### src/rtl/spike_reconstructor_pkg.sv
// Purpose: shared spike codes, FSM state encoding and width defaults for the
//          spike reconstructor and its companion delta encoder.
// Latency/backpressure: n/a (types and constants only).
// Contents: DATA_W_DEF, CNT_W_DEF, spike_e, state_e.
package spike_reconstructor_pkg;

    localparam int DATA_W_DEF = 4;
    localparam int CNT_W_DEF  = 8;

    // 2-bit spike code as emitted by the delta encoder.
    typedef enum logic [1:0] {
        SPK_NONE = 2'b00,
        SPK_ON   = 2'b01,
        SPK_OFF  = 2'b10,
        SPK_ILL  = 2'b11
    } spike_e;

    typedef enum logic {
        ST_IDLE = 1'b0,
        ST_RUN  = 1'b1
    } state_e;

endpackage

### src/rtl/spike_reconstructor_if.sv
// Purpose: bundles the spike input, control inputs and reconstruction outputs.
// Latency: n/a (wires only). Backpressure: none, spikes are fire-and-forget.
// Modports: master drives spike/control and observes results; slave is the reconstructor.
interface spike_reconstructor_if
    import spike_reconstructor_pkg::*;
#(
    parameter int DATA_W = DATA_W_DEF,
    parameter int CNT_W  = CNT_W_DEF
);
    logic              spike_valid;
    logic [1:0]        spike;
    logic [DATA_W-1:0] threshold;
    logic [DATA_W-1:0] baseline;
    logic              load;
    logic [CNT_W-1:0]  leak_period;

    logic [DATA_W-1:0] recon;
    logic              recon_valid;
    logic              sat;
    logic              err;
    logic [CNT_W-1:0]  on_count;
    logic [CNT_W-1:0]  off_count;

    modport master (
        output spike_valid, spike, threshold, baseline, load, leak_period,
        input  recon, recon_valid, sat, err, on_count, off_count
    );

    modport slave (
        input  spike_valid, spike, threshold, baseline, load, leak_period,
        output recon, recon_valid, sat, err, on_count, off_count
    );
endinterface

### src/rtl/spike_reconstructor_sat_counter.sv
// Purpose: W-bit up counter that sticks at all-ones; clear has priority over increment.
// Latency: count visible one clock after inc/clr. Backpressure: none.
// Ports: clk, rst_n, clr, inc in; cnt out.
module sat_counter #(
    parameter int W = 8
) (
    input  logic         clk,
    input  logic         rst_n,
    input  logic         clr,
    input  logic         inc,
    output logic [W-1:0] cnt
);
    logic [W-1:0] cnt_q;
    logic [W-1:0] cnt_d;

    always_comb begin
        cnt_d = cnt_q;
        if (clr) begin
            cnt_d = '0;
        end else if (inc && (cnt_q != {W{1'b1}})) begin
            cnt_d = cnt_q + W'(1);
        end
    end

    always_ff @(posedge clk or negedge rst_n) begin
        if (!rst_n) begin
            cnt_q <= '0;
        end else begin
            cnt_q <= cnt_d;
        end
    end

    assign cnt = cnt_q;
endmodule

### src/rtl/spike_reconstructor.sv
// Purpose: rebuilds a sample stream from on/off delta spikes, with leak back to baseline.
// Latency: 1 clock, spike sampled on an edge is reflected in recon/recon_valid after that edge.
// Backpressure: none; every spike is consumed in the cycle it is presented.
// Ports: clk, rst_n plain; bus (slave modport) carries spike/control in and recon/status out.
module spike_reconstructor
    import spike_reconstructor_pkg::*;
#(
    parameter int DATA_W = DATA_W_DEF,
    parameter int CNT_W  = CNT_W_DEF
) (
    input  logic                  clk,
    input  logic                  rst_n,
    spike_reconstructor_if.slave  bus
);
    localparam logic [DATA_W:0] MAX_EXT = {1'b0, {DATA_W{1'b1}}};

    // ---------------- FSM ----------------
    state_e state_q;
    state_e state_d;
    logic   run_en;

    always_ff @(posedge clk or negedge rst_n) begin
        if (!rst_n) begin
            state_q <= ST_IDLE;
        end else begin
            state_q <= state_d;
        end
    end

    // load is the only way in and RUN is never left except by reset.
    always_comb begin
        state_d = state_q;
        if (bus.load) begin
            state_d = ST_RUN;
        end
    end

    always_comb begin
        run_en = (state_q == ST_RUN);
    end

    // ---------------- spike decode ----------------
    logic spk_ill;
    logic acc_on;
    logic acc_off;
    logic idle_run;
    logic leak_hit;
    logic leak_clr;
    logic leak_inc;

    logic [CNT_W-1:0] on_cnt;
    logic [CNT_W-1:0] off_cnt;
    logic [CNT_W-1:0] leak_cnt;

    always_comb begin
        spk_ill  = bus.spike_valid && (bus.spike == SPK_ILL);
        // load shadows any same-cycle spike: it is neither applied nor counted.
        acc_on   = run_en && !bus.load && bus.spike_valid && (bus.spike == SPK_ON);
        acc_off  = run_en && !bus.load && bus.spike_valid && (bus.spike == SPK_OFF);
        idle_run = run_en && !bus.load && !acc_on && !acc_off;
        // >= rather than == so a shortened leak_period fires on the next compare
        // instead of waiting for the saturated counter.
        leak_hit = idle_run && (bus.leak_period != '0) &&
                   (leak_cnt >= (bus.leak_period - CNT_W'(1)));
        leak_clr = bus.load || acc_on || acc_off || leak_hit;
        leak_inc = idle_run && !leak_hit;
    end

    sat_counter #(.W(CNT_W)) u_on_cnt (
        .clk   (clk),
        .rst_n (rst_n),
        .clr   (1'b0),
        .inc   (acc_on),
        .cnt   (on_cnt)
    );

    sat_counter #(.W(CNT_W)) u_off_cnt (
        .clk   (clk),
        .rst_n (rst_n),
        .clr   (1'b0),
        .inc   (acc_off),
        .cnt   (off_cnt)
    );

    sat_counter #(.W(CNT_W)) u_leak_cnt (
        .clk   (clk),
        .rst_n (rst_n),
        .clr   (leak_clr),
        .inc   (leak_inc),
        .cnt   (leak_cnt)
    );

    // ---------------- datapath ----------------
    logic [DATA_W-1:0] recon_q;
    logic [DATA_W-1:0] recon_d;
    logic              recon_valid_q;
    logic              recon_valid_d;
    logic              sat_q;
    logic              sat_d;
    logic              err_q;
    logic              err_d;

    logic [DATA_W:0]   sum_up;
    logic [DATA_W:0]   diff_dn;
    logic              up_clip;
    logic              dn_clip;
    logic [DATA_W-1:0] recon_up;
    logic [DATA_W-1:0] recon_dn;
    logic [DATA_W-1:0] recon_leak;

    always_comb begin
        // One extra bit holds the carry of recon + threshold + 1.
        sum_up   = {1'b0, recon_q} + {1'b0, bus.threshold} + (DATA_W+1)'(1);
        up_clip  = (sum_up > MAX_EXT);
        recon_up = up_clip ? {DATA_W{1'b1}} : sum_up[DATA_W-1:0];

        // The true difference lies in [-2^DATA_W, 2^DATA_W-1], so the extra MSB
        // is exactly the sign of a DATA_W+1 bit two's-complement result.
        diff_dn  = {1'b0, recon_q} - {1'b0, bus.threshold} - (DATA_W+1)'(1);
        dn_clip  = diff_dn[DATA_W];
        recon_dn = dn_clip ? '0 : diff_dn[DATA_W-1:0];

        if (recon_q > bus.baseline) begin
            recon_leak = recon_q - DATA_W'(1);
        end else if (recon_q < bus.baseline) begin
            recon_leak = recon_q + DATA_W'(1);
        end else begin
            recon_leak = recon_q;
        end
    end

    always_comb begin
        recon_d       = recon_q;
        recon_valid_d = 1'b0;
        sat_d         = sat_q;
        err_d         = err_q | spk_ill;

        if (bus.load) begin
            recon_d = bus.baseline;
        end else if (acc_on) begin
            recon_d       = recon_up;
            recon_valid_d = (recon_up != recon_q);
            sat_d         = sat_q | up_clip;
        end else if (acc_off) begin
            recon_d       = recon_dn;
            recon_valid_d = (recon_dn != recon_q);
            sat_d         = sat_q | dn_clip;
        end else if (leak_hit) begin
            recon_d       = recon_leak;
            recon_valid_d = (recon_leak != recon_q);
        end
    end

    always_ff @(posedge clk or negedge rst_n) begin
        if (!rst_n) begin
            recon_q       <= '0;
            recon_valid_q <= 1'b0;
            sat_q         <= 1'b0;
            err_q         <= 1'b0;
        end else begin
            recon_q       <= recon_d;
            recon_valid_q <= recon_valid_d;
            sat_q         <= sat_d;
            err_q         <= err_d;
        end
    end

    assign bus.recon       = recon_q;
    assign bus.recon_valid = recon_valid_q;
    assign bus.sat         = sat_q;
    assign bus.err         = err_q;
    assign bus.on_count    = on_cnt;
    assign bus.off_count   = off_cnt;
endmodule

### src/flat_wrapper.sv
// flat-port wrapper written by rule: the top's interface ports become plain ports
module spike_reconstructor_flat import spike_reconstructor_pkg::*;
#(
    parameter int DATA_W = DATA_W_DEF,
    parameter int CNT_W  = CNT_W_DEF
)
  (clk, rst_n, bus_spike_valid, bus_spike, bus_threshold, bus_baseline, bus_load, bus_leak_period, bus_recon, bus_recon_valid, bus_sat, bus_err, bus_on_count, bus_off_count);
  spike_reconstructor_if #(.DATA_W(DATA_W), .CNT_W(CNT_W)) bus_i ();
  input  logic clk;
  input  logic rst_n;
  input wire logic [$bits(bus_i.spike_valid)-1:0] bus_spike_valid;
  input wire logic [$bits(bus_i.spike)-1:0] bus_spike;
  input wire logic [$bits(bus_i.threshold)-1:0] bus_threshold;
  input wire logic [$bits(bus_i.baseline)-1:0] bus_baseline;
  input wire logic [$bits(bus_i.load)-1:0] bus_load;
  input wire logic [$bits(bus_i.leak_period)-1:0] bus_leak_period;
  output wire logic [$bits(bus_i.recon)-1:0] bus_recon;
  output wire logic [$bits(bus_i.recon_valid)-1:0] bus_recon_valid;
  output wire logic [$bits(bus_i.sat)-1:0] bus_sat;
  output wire logic [$bits(bus_i.err)-1:0] bus_err;
  output wire logic [$bits(bus_i.on_count)-1:0] bus_on_count;
  output wire logic [$bits(bus_i.off_count)-1:0] bus_off_count;
  assign bus_i.spike_valid = bus_spike_valid;
  assign bus_i.spike = bus_spike;
  assign bus_i.threshold = bus_threshold;
  assign bus_i.baseline = bus_baseline;
  assign bus_i.load = bus_load;
  assign bus_i.leak_period = bus_leak_period;
  assign bus_recon = bus_i.recon;
  assign bus_recon_valid = bus_i.recon_valid;
  assign bus_sat = bus_i.sat;
  assign bus_err = bus_i.err;
  assign bus_on_count = bus_i.on_count;
  assign bus_off_count = bus_i.off_count;
  spike_reconstructor #(.DATA_W(DATA_W), .CNT_W(CNT_W)) u_core (.clk(clk), .rst_n(rst_n), .bus(bus_i));
endmodule
### config.mk
export PLATFORM = sky130hd
export DESIGN_NAME = spike_reconstructor_flat
export DESIGN_NICKNAME = d
export VERILOG_FILES = /design/src/rtl/spike_reconstructor_pkg.sv /design/src/rtl/spike_reconstructor_if.sv /design/src/rtl/spike_reconstructor_sat_counter.sv /design/src/rtl/spike_reconstructor.sv /design/src/flat_wrapper.sv
export SDC_FILE = /design/constraint.sdc
export NUM_CORES = 1
export LEC_CHECK = 0
export CORE_MARGIN = 3
export CORE_UTILIZATION = 25
export DETAILED_ROUTE_END_ITERATION = 8
export GPL_TIMING_DRIVEN = 0
export SLEW_MARGIN = 20
export SYNTH_ARGS = -nofsm -noshare
export SYNTH_HDL_FRONTEND = slang
export SYNTH_SLANG_ARGS = --single-unit
### constraint.sdc
create_clock -name clk -period 3.4 [get_ports clk]
set_clock_uncertainty 0.2 [all_clocks]
set_input_delay 0.68 -clock clk [delete_from_list [all_inputs] [get_ports clk]]
set_output_delay 0.68 -clock clk [all_outputs]
set_load 0.005 [all_outputs]
Word level (Yosys, flattened, before mapping):

Index checks and enable logic that the tools add are counted.
W data, S select, Z words.

* bits in registers: 32
* input bits: 22
* output and inout port bits: 23
* logic and storage cells: 76

* $add $sub $neg: 10
* magnitude comparators: 4
* equal/unequal tests: 9
* mux-type cells: 16
* bitwise operators: 4
* reduce and logical (&&, ||, !) cells: 25

Operators with widths (count)
* $mux W4: 8
* $add A8 B1 Y8 const B: 3
* $ne A8 B8 Y1 const B: 3
* $mux W8: 2
* $logic_and A1 B1 Y1: 13
* $ne A4 B4 Y1: 3
* $ge A8 B8 Y1: 1
* $reduce_bool A8 Y1: 1
* $sub A8 B1 Y8 const B: 1
* $mux W1: 6
* $add A4 B4 Y5: 1
* $add A5 B1 Y5 const B: 1
* $gt A5 B4 Y1 const B: 1
* $sub A4 B4 Y5: 1
* $sub A5 B1 Y5 const B: 1
* $add A4 B1 Y4 const B: 1
* $eq A2 B2 Y1 const B: 2
* $gt A4 B4 Y1: 1
* $logic_not A1 Y1: 4
* $lt A4 B4 Y1: 1
* $reduce_bool A2 Y1: 2
* $reduce_bool A4 Y1: 1
* $sub A4 B1 Y4 const B: 1
* $logic_or A1 B1 Y1: 3
* other kinds (4): 6

Logic depth before layout (Yosys ltp):

Gate-level depths: netlist of run 1.

* depth after elaboration: 14
* depth in mapped cells: 15
* depth with buffers taken out: 13

By module:

From an unflattened synthesis of run 1, not the netlist that was laid out.

* cells, all modules: 347
* area, all modules: 2975.4 um^2

Modules (own cells, without submodules)
* spike_reconstructor: times used 1, cells each 200, area each 1582.8 um^2
* sat_counter: times used 3, cells each 49, area each 464.2 um^2

Worst setup path before layout of run 1:

No wires, ideal clock.

* path kind: in2reg
* from: input port bus_leak_period[2]
* to: register u_core.recon_q[0], in the netlist u_core.bus.recon[0]
* setup time: 0.121 ns
* arrival: 3.053 ns
* path slack: 0.026 ns
* stages on the path: 12
* path through: or4_4 > nor4_1 > xnor2_1 > ha_1 > a21oi_1 > o21ai_0 > a21oi_1 > nor3_1 > or3_1 > buf_6 > buf_6 > a22o_1

* word-level cells in the longest chain between the ends: 4
* elaborated cells on any way between the ends: 6
* those cells by class: add/sub (1); order compare (1); reduce/logical (4)

Ends and longest elaborated chain
* from (decl): RTL line flat_wrapper.sv:16 `input wire logic [$bits(bus_i.leak_period)-1:0] bus_leak_period;`
* $sub A8 B1 Y8 / $reduce_bool A8 Y1 (equally long branches): RTL line spike_reconstructor.sv:64, spike_reconstructor.sv:63
* $ge A8 B8 Y1 / $logic_and A1 B1 Y1 (equally long branches): RTL line spike_reconstructor.sv:64, spike_reconstructor.sv:63
* $logic_and A1 B1 Y1 *: RTL line spike_reconstructor.sv:63 `leak_hit = idle_run && (bus.leak_period != '0) &&`
* $reduce_bool A4 Y1 (no line) *
* to (signal assigned): RTL line spike_reconstructor.sv:161 `recon_q <= recon_d;`
* to (decl): RTL line spike_reconstructor.sv:94 `logic [DATA_W-1:0] recon_q;`

Every way passes the cells marked *; elsewhere a longest branch is shown, timed or not.
A chain may end at the register's enable or synchronous reset.

Final worst setup path of run 1:

* from: input port bus_leak_period[5]
* to: register u_core.recon_q[0], in the netlist u_core.bus.recon[0]

The elaborated chain is that of the path after synthesis.

==> metrics.txt, run 1 <==
setup_tns 0 ns; vias in the first global route 2169; top cells by area, synth dfrtp_1 (32%), ha_1 (13%), xnor2_1 (7.3%); hpwl dp 4640 um; reg-to-reg startpoint u_core.bus.recon[0]; Synth Instances 279; share of the synthesized area in the top cell type 31.7%; # diodes 0; CP Capture Type register; clock sinks 32; Slew Viols, Final 0; Lkg Pwr 1.47 nW; DRT iter0 DRCs 92; share of post-route cells with drive strength above 1 10.7%; DRT antenna net count 0; reg2reg setup slack 0.43 ns; switch share 37.6%; CP max-delay cell or4_4; Final Power 1.55 mW; Core ar. 9770 um^2; vias per inst 4.62; Synth Register Bits 32; Slew Limit Headroom 68.3%; fmax 308 MHz; number of hold buffers added after CTS 0; Starting Density 25.8%; Async SR Flop Fraction 100%; unrepaired setup endpoints after global routing no; initial antenna violation count 0; fill cell count 1034; CP bufs+invs 3; P_sw 583 uW; CP most frequent cell a21oi_2; Gate power share 45.6%; full die area 11300 um^2; remaining global-route overflow 0; first-pass GRT wire length 10300 um; TritonCTS Buffers 5; Cell Rows 36; most common cell in the netlist dfrtp_1; Synth-to-Final Area Change 31.5%; CTS tree built; outcome finished, final reports clean; IO buf count 44; wire per inst 12.8 um; Max-Cap Viols 0; DRT Wirelength 6000 um; Tmin final 3.25 ns; DR pass1 iterations 4; P_int 968 uW; Hold Crit Class in -> async; GRT Total Usage 11.1%; synth unique cells 52; clock share of power 19.9%; EDFF count, synth 0; Post-Syn Area 2520 um^2; Critical Path Max Stage Delay 0.55 ns; Yosys warnings 0; crit-path cells buf_2, or4_4, nor4_4, xnor2_1, ha_1, a21oi_2, o21ai_1, a21oi_2, nor3_2, or3_1, buf_6, buf_8, a22o_1; prevailing post-synth register cell dfrtp_1; final period utilization 95.6%; top cells by count, synth dfrtp_1 (32), nor2_1 (28), ha_1 (27), nand2_1 (25), inv_1 (23); number of H-tree levels 2; register clock-pin slew on the reported worst setup and hold paths 0.07 ns; cell taking the most area after synthesis dfrtp_1; maximum fanout along the worst path 7; Die Wd 106 um; Final Hold Vio Count 0; Post-Syn Nets 330; clk buf depth 2; Crit path required time 3.37 ns; final setup vio count 0; CP arrival 3.22 ns; largest net degree at the start of global routing 22; PwrDens 467 nW/um^2; Crit Path Category in -> reg; Final nets 385; RePlAce Congestion 0.757; die height 106 um; I/O pins 45; CP Launch Point bus_leak_period[5]; cell family contributing the most delay on the critical path simple AND/OR/NAND/NOR gates; Peak VDD IR 0.000253 V; average size of a mapped cell 9.05 um^2; CP Launch Type primary input; sequential share of the synthesized area 31.7%; Clk Tree Root Cell clkbuf_8; clock latency on the worst-skew pair 0.28 ns; drt drc 0; actual slew at the worst max-slew pin 0.475 ns; sequential share of power 34.5%; Vias 2163
==> path summary, 6_finish.rpt <==
check                                           to  cells after the start
max reg2reg                 u_core.bus.recon_valid                     11
max                            u_core.bus.recon[0]                     13
min reg2reg                          u_core.run_en                      1
max in group asynchronous   u_core.bus.recon_valid                      2
min                        u_core.u_off_cnt.cnt[5]                      1
min in group clk                     u_core.run_en                      1
==> layer usage <==
metal	global-route usage (%)	part of all wire [%]	up-vias
met4	2.65	0.67	0
li1	-	-	1085
met3	2.91	5.1	4
met1	13.2	46	1031
met5	0	0	-
met2	19.7	49	43
==> power by group through the flow <==
stage,clock [mW],sequential [mW],combinational (mW)
CTS,0.323,0.537,0.714
detailed placement,0,0.544,0.698
finish,0.309,0.535,0.707
global placement,0,0.542,0.679
global route,0.343,0.548,0.791
floorplan,0,0.526,0.447
==> layout make-up <==
cell class                      count  area (um^2)  area share [%]
Clock inverter                      2         10.0           0.302
Clock buffer                        6         82.6            2.49
Inverter                           23         86.3            2.60
Buffer                              6         41.3            1.24
Timing Repair Buffer               48          489            14.7
Multi-Input combinational cell    218         1640            49.5
Tap cell                          133          166            5.01
Sequential cell                    32          801            24.1
==> logic make-up (layout without fill, tap and decap cells) <==
family          count (synthesis)  after routing  synth area share (%)
flops                          32             32                  31.7
xor+xnor                       37             37                  12.8
compound gates                 50             50                  13.5
simple gates                   96             96                  19.3
buf+inv                        29             85                  4.91
fa+ha+maj                      29             29                  15.0
mux                             6              6                  2.73
==> placed cells by master, fill, tap and decap left out, types with 5 or more instances in the layout <==
master and instances:
clkdlybuf4s50_1 37, dfrtp_1 32, ha_1 27, nand2_1 25
nor2_1 24, inv_1 23, xnor2_1 21, xor2_1 16
a21oi_1 13, nand4_1 8, a31oi_1 6, nand3_1 6
clkbuf_8 6, nor2b_1 5
==> registers in the layout (all words and copies together) (netlist names) <==
register / cells
u_core.u_leak_cnt.cnt: 8
u_core.u_off_cnt.cnt: 8
u_core.u_on_cnt.cnt: 8
u_core.bus.sat: 1
u_core.bus.err: 1
u_core.bus.recon_valid: 1
u_core.run_en: 1
u_core.bus.recon: 4
==> timing repair <==
action	4_1_cts	5_1_grt
buffers inserted	2	0
endpoints found under the setup margin	13	11
gates cloned	1	0
pin swaps	9	5
resized for setup	28	2
==> through the flow <==
stage | instance area [um^2] | hold WS (ns) | setup WS [ns] | instances | util [%]
after floorplan | 2520 | 0.184 | 0.0264 | 279 | -
after global placement | 3130 | 0.251 | -0.693 | 456 | 32.0
after detailed placement | 3150 | 0.253 | -0.781 | 457 | 32.3
after CTS | 3320 | 0.0842 | 0.0211 | 468 | 34.0
after global routing | 3320 | 0.0985 | 0.0136 | 468 | 34.0
final | 3320 | 0.0875 | 0.150 | 468 | 34.0
Power figures use the tool's default switching activity.
==> run 2, diff against run 1 <==
- SLEW_MARGIN: 20 -> not set
==> run 2 against run 1 <==
Utilization down 0.12 points. Final cell count up 0.21%. Fmax down 0.31%. Largest power group unchanged. Via count up 0.65%. Sequential share of layout area up 0.082 points. Die area unchanged. First-iteration DRC count up 33%. Register-to-register slack about the same. Total power down 0.13%. Critical path depth unchanged. Sequential power about the same.
==> metrics.txt, run 2 (synthesis gave the netlist of run 1 again) <==
Synth-to-Final Area Change 31.0%; Peak VDD IR 0.000236 V; cell family contributing the most delay on the critical path simple AND/OR/NAND/NOR gates; DRT iter0 DRCs 122; remaining global-route overflow 0; outcome finished, final reports clean; final setup vio count 0; fmax 307 MHz; Critical Path Max Stage Delay 0.56 ns; actual slew at the worst max-slew pin 0.744 ns; Die Wd 106 um; Hold Crit Class in -> async; DR pass1 iterations 4; Clk Tree Root Cell clkbuf_8; CP bufs+invs 3; most frequent cells in the layout clkdlybuf4s50_1 (37), dfrtp_1 (32), ha_1 (27); Core ar. 9770 um^2; first-pass GRT wire length 10300 um; I/O pins 45; crit-path cells buf_4, or4_4, nor4_4, xnor2_1, ha_1, a21oi_2, o21ai_1, a21oi_2, nor3_2, or3_1, buf_6, buf_8, a22o_1; PwrDens 468 nW/um^2; placed cell count 456; Cell Rows 36; # diodes 0; number of H-tree levels 2; Slew Viols, Final 0; share of post-route cells with drive strength above 1 11.0%; Max-Cap Viols 0; Tmin final 3.26 ns; CTS tree built; largest net degree at the start of global routing 33; DRT Wirelength 6080 um; Post-Layout Cell Count 469; die height 106 um; vias in the first global route 2218; clk buf depth 2; Final Instance Area 3310 um^2; commonest non-fill, non-tap cell in the layout clkdlybuf4s50_1; GRT Total Usage 11.1%; CP most frequent cell a21oi_2; CP max-delay cell or4_4; CP Launch Type primary input; CP arrival 3.23 ns; maximum fanout along the worst path 7; drt drc 0; register clock-pin slew on the reported worst setup and hold paths 0.07 ns; clock latency on the worst-skew pair 0.28 ns; Final Hold Vio Count 0; IO buf count 44; Starting Density 25.8%; wire per inst 13.0 um; Lkg Pwr 1.45 nW; CP Capture Type register; Crit Path Category in -> reg; full die area 11300 um^2; fin util 33.8%; Final Power 1.55 mW; final period utilization 95.9%; DRT antenna net count 0; hpwl dp 4590 um; clock sinks 32; vias per inst 4.64; placed cell area 3130 um^2; Vias 2177; RePlAce Congestion 0.757; Slew Limit Headroom 50.4%; TritonCTS Buffers 5; Crit path required time 3.37 ns; Final nets 386; initial antenna violation count 0
run 2: changes by cell type in the layout (fill, tap and decap cells not counted), sizes merged:
cell / change
dlygate4sd2: -1
clkbuf: +3
bufbuf: -1
clkinv: -2
buf: +2
run 2: per-stage QoR:
stage | setup WS (ns) | hold WS, ns | setup TNS [ns]
final | 0.140 | 0.266 | 0
after global routing | -0.00161 | 0.294 | -0.00161
after CTS | 0.0168 | 0.272 | 0
after detailed placement | -0.799 | 0.251 | -8.59
after global placement | -0.693 | 0.251 | -7.28
after floorplan | 0.0264 | 0.184 | 0
run 2: worst paths after layout:
kind / from / to / slack, ns / cells after the start
hold / removal: rst_n / u_core.u_off_cnt.cnt[5] / 0.27 / 1
max in group asynchronous: rst_n / u_core.bus.recon[3] / 2.26 / 1
hold reg to reg: u_core.run_en / u_core.run_en / 0.27 / 1
setup reg to reg: u_core.bus.recon[0] / u_core.bus.recon_valid / 0.43 / 11
min in group clk: u_core.run_en / u_core.run_en / 0.27 / 1
setup / recovery: bus_leak_period[2] / u_core.bus.recon[0] / 0.14 / 13
run 2: final cells by class:
| type | instances | area [um^2] |
|---|---|---|
| tap | 133 | 166 |
| buffer | 6 | 41.3 |
| multi-input combinational | 218 | 1650 |
| timing repair buffer | 49 | 470 |
| sequential | 32 | 801 |
| inverter | 23 | 86.3 |
| fill | 1035 | 6470 |
| clock buffer | 8 | 90.1 |
run 2: repair_timing:
action / CTS / global route
pin swaps: 8 / 11
endpoints found under the setup margin: 13 / 11
hold buffers: 0 / 0
resized for setup: 23 / 12
cloned: 1 / 0
setup buffers: 2 / 2
run 2: routing by layer:
| metal | up-vias | global-route usage (%) | routed length [um] |
|---|---|---|---|
| li1 | 1084 | - | - |
| met3 | 6 | 2.61 | 282 |
| met2 | 50 | 19.6 | 2990 |
| met5 | - | 0 | 0 |
| met1 | 1037 | 13.5 | 2740 |
| met4 | 0 | 2.83 | 61 |
run 2: report_power, final:
part / switching, mW / internal, mW
clock: 0.140 / 0.165
combinational: 0.342 / 0.366
sequential: 0.0986 / 0.437
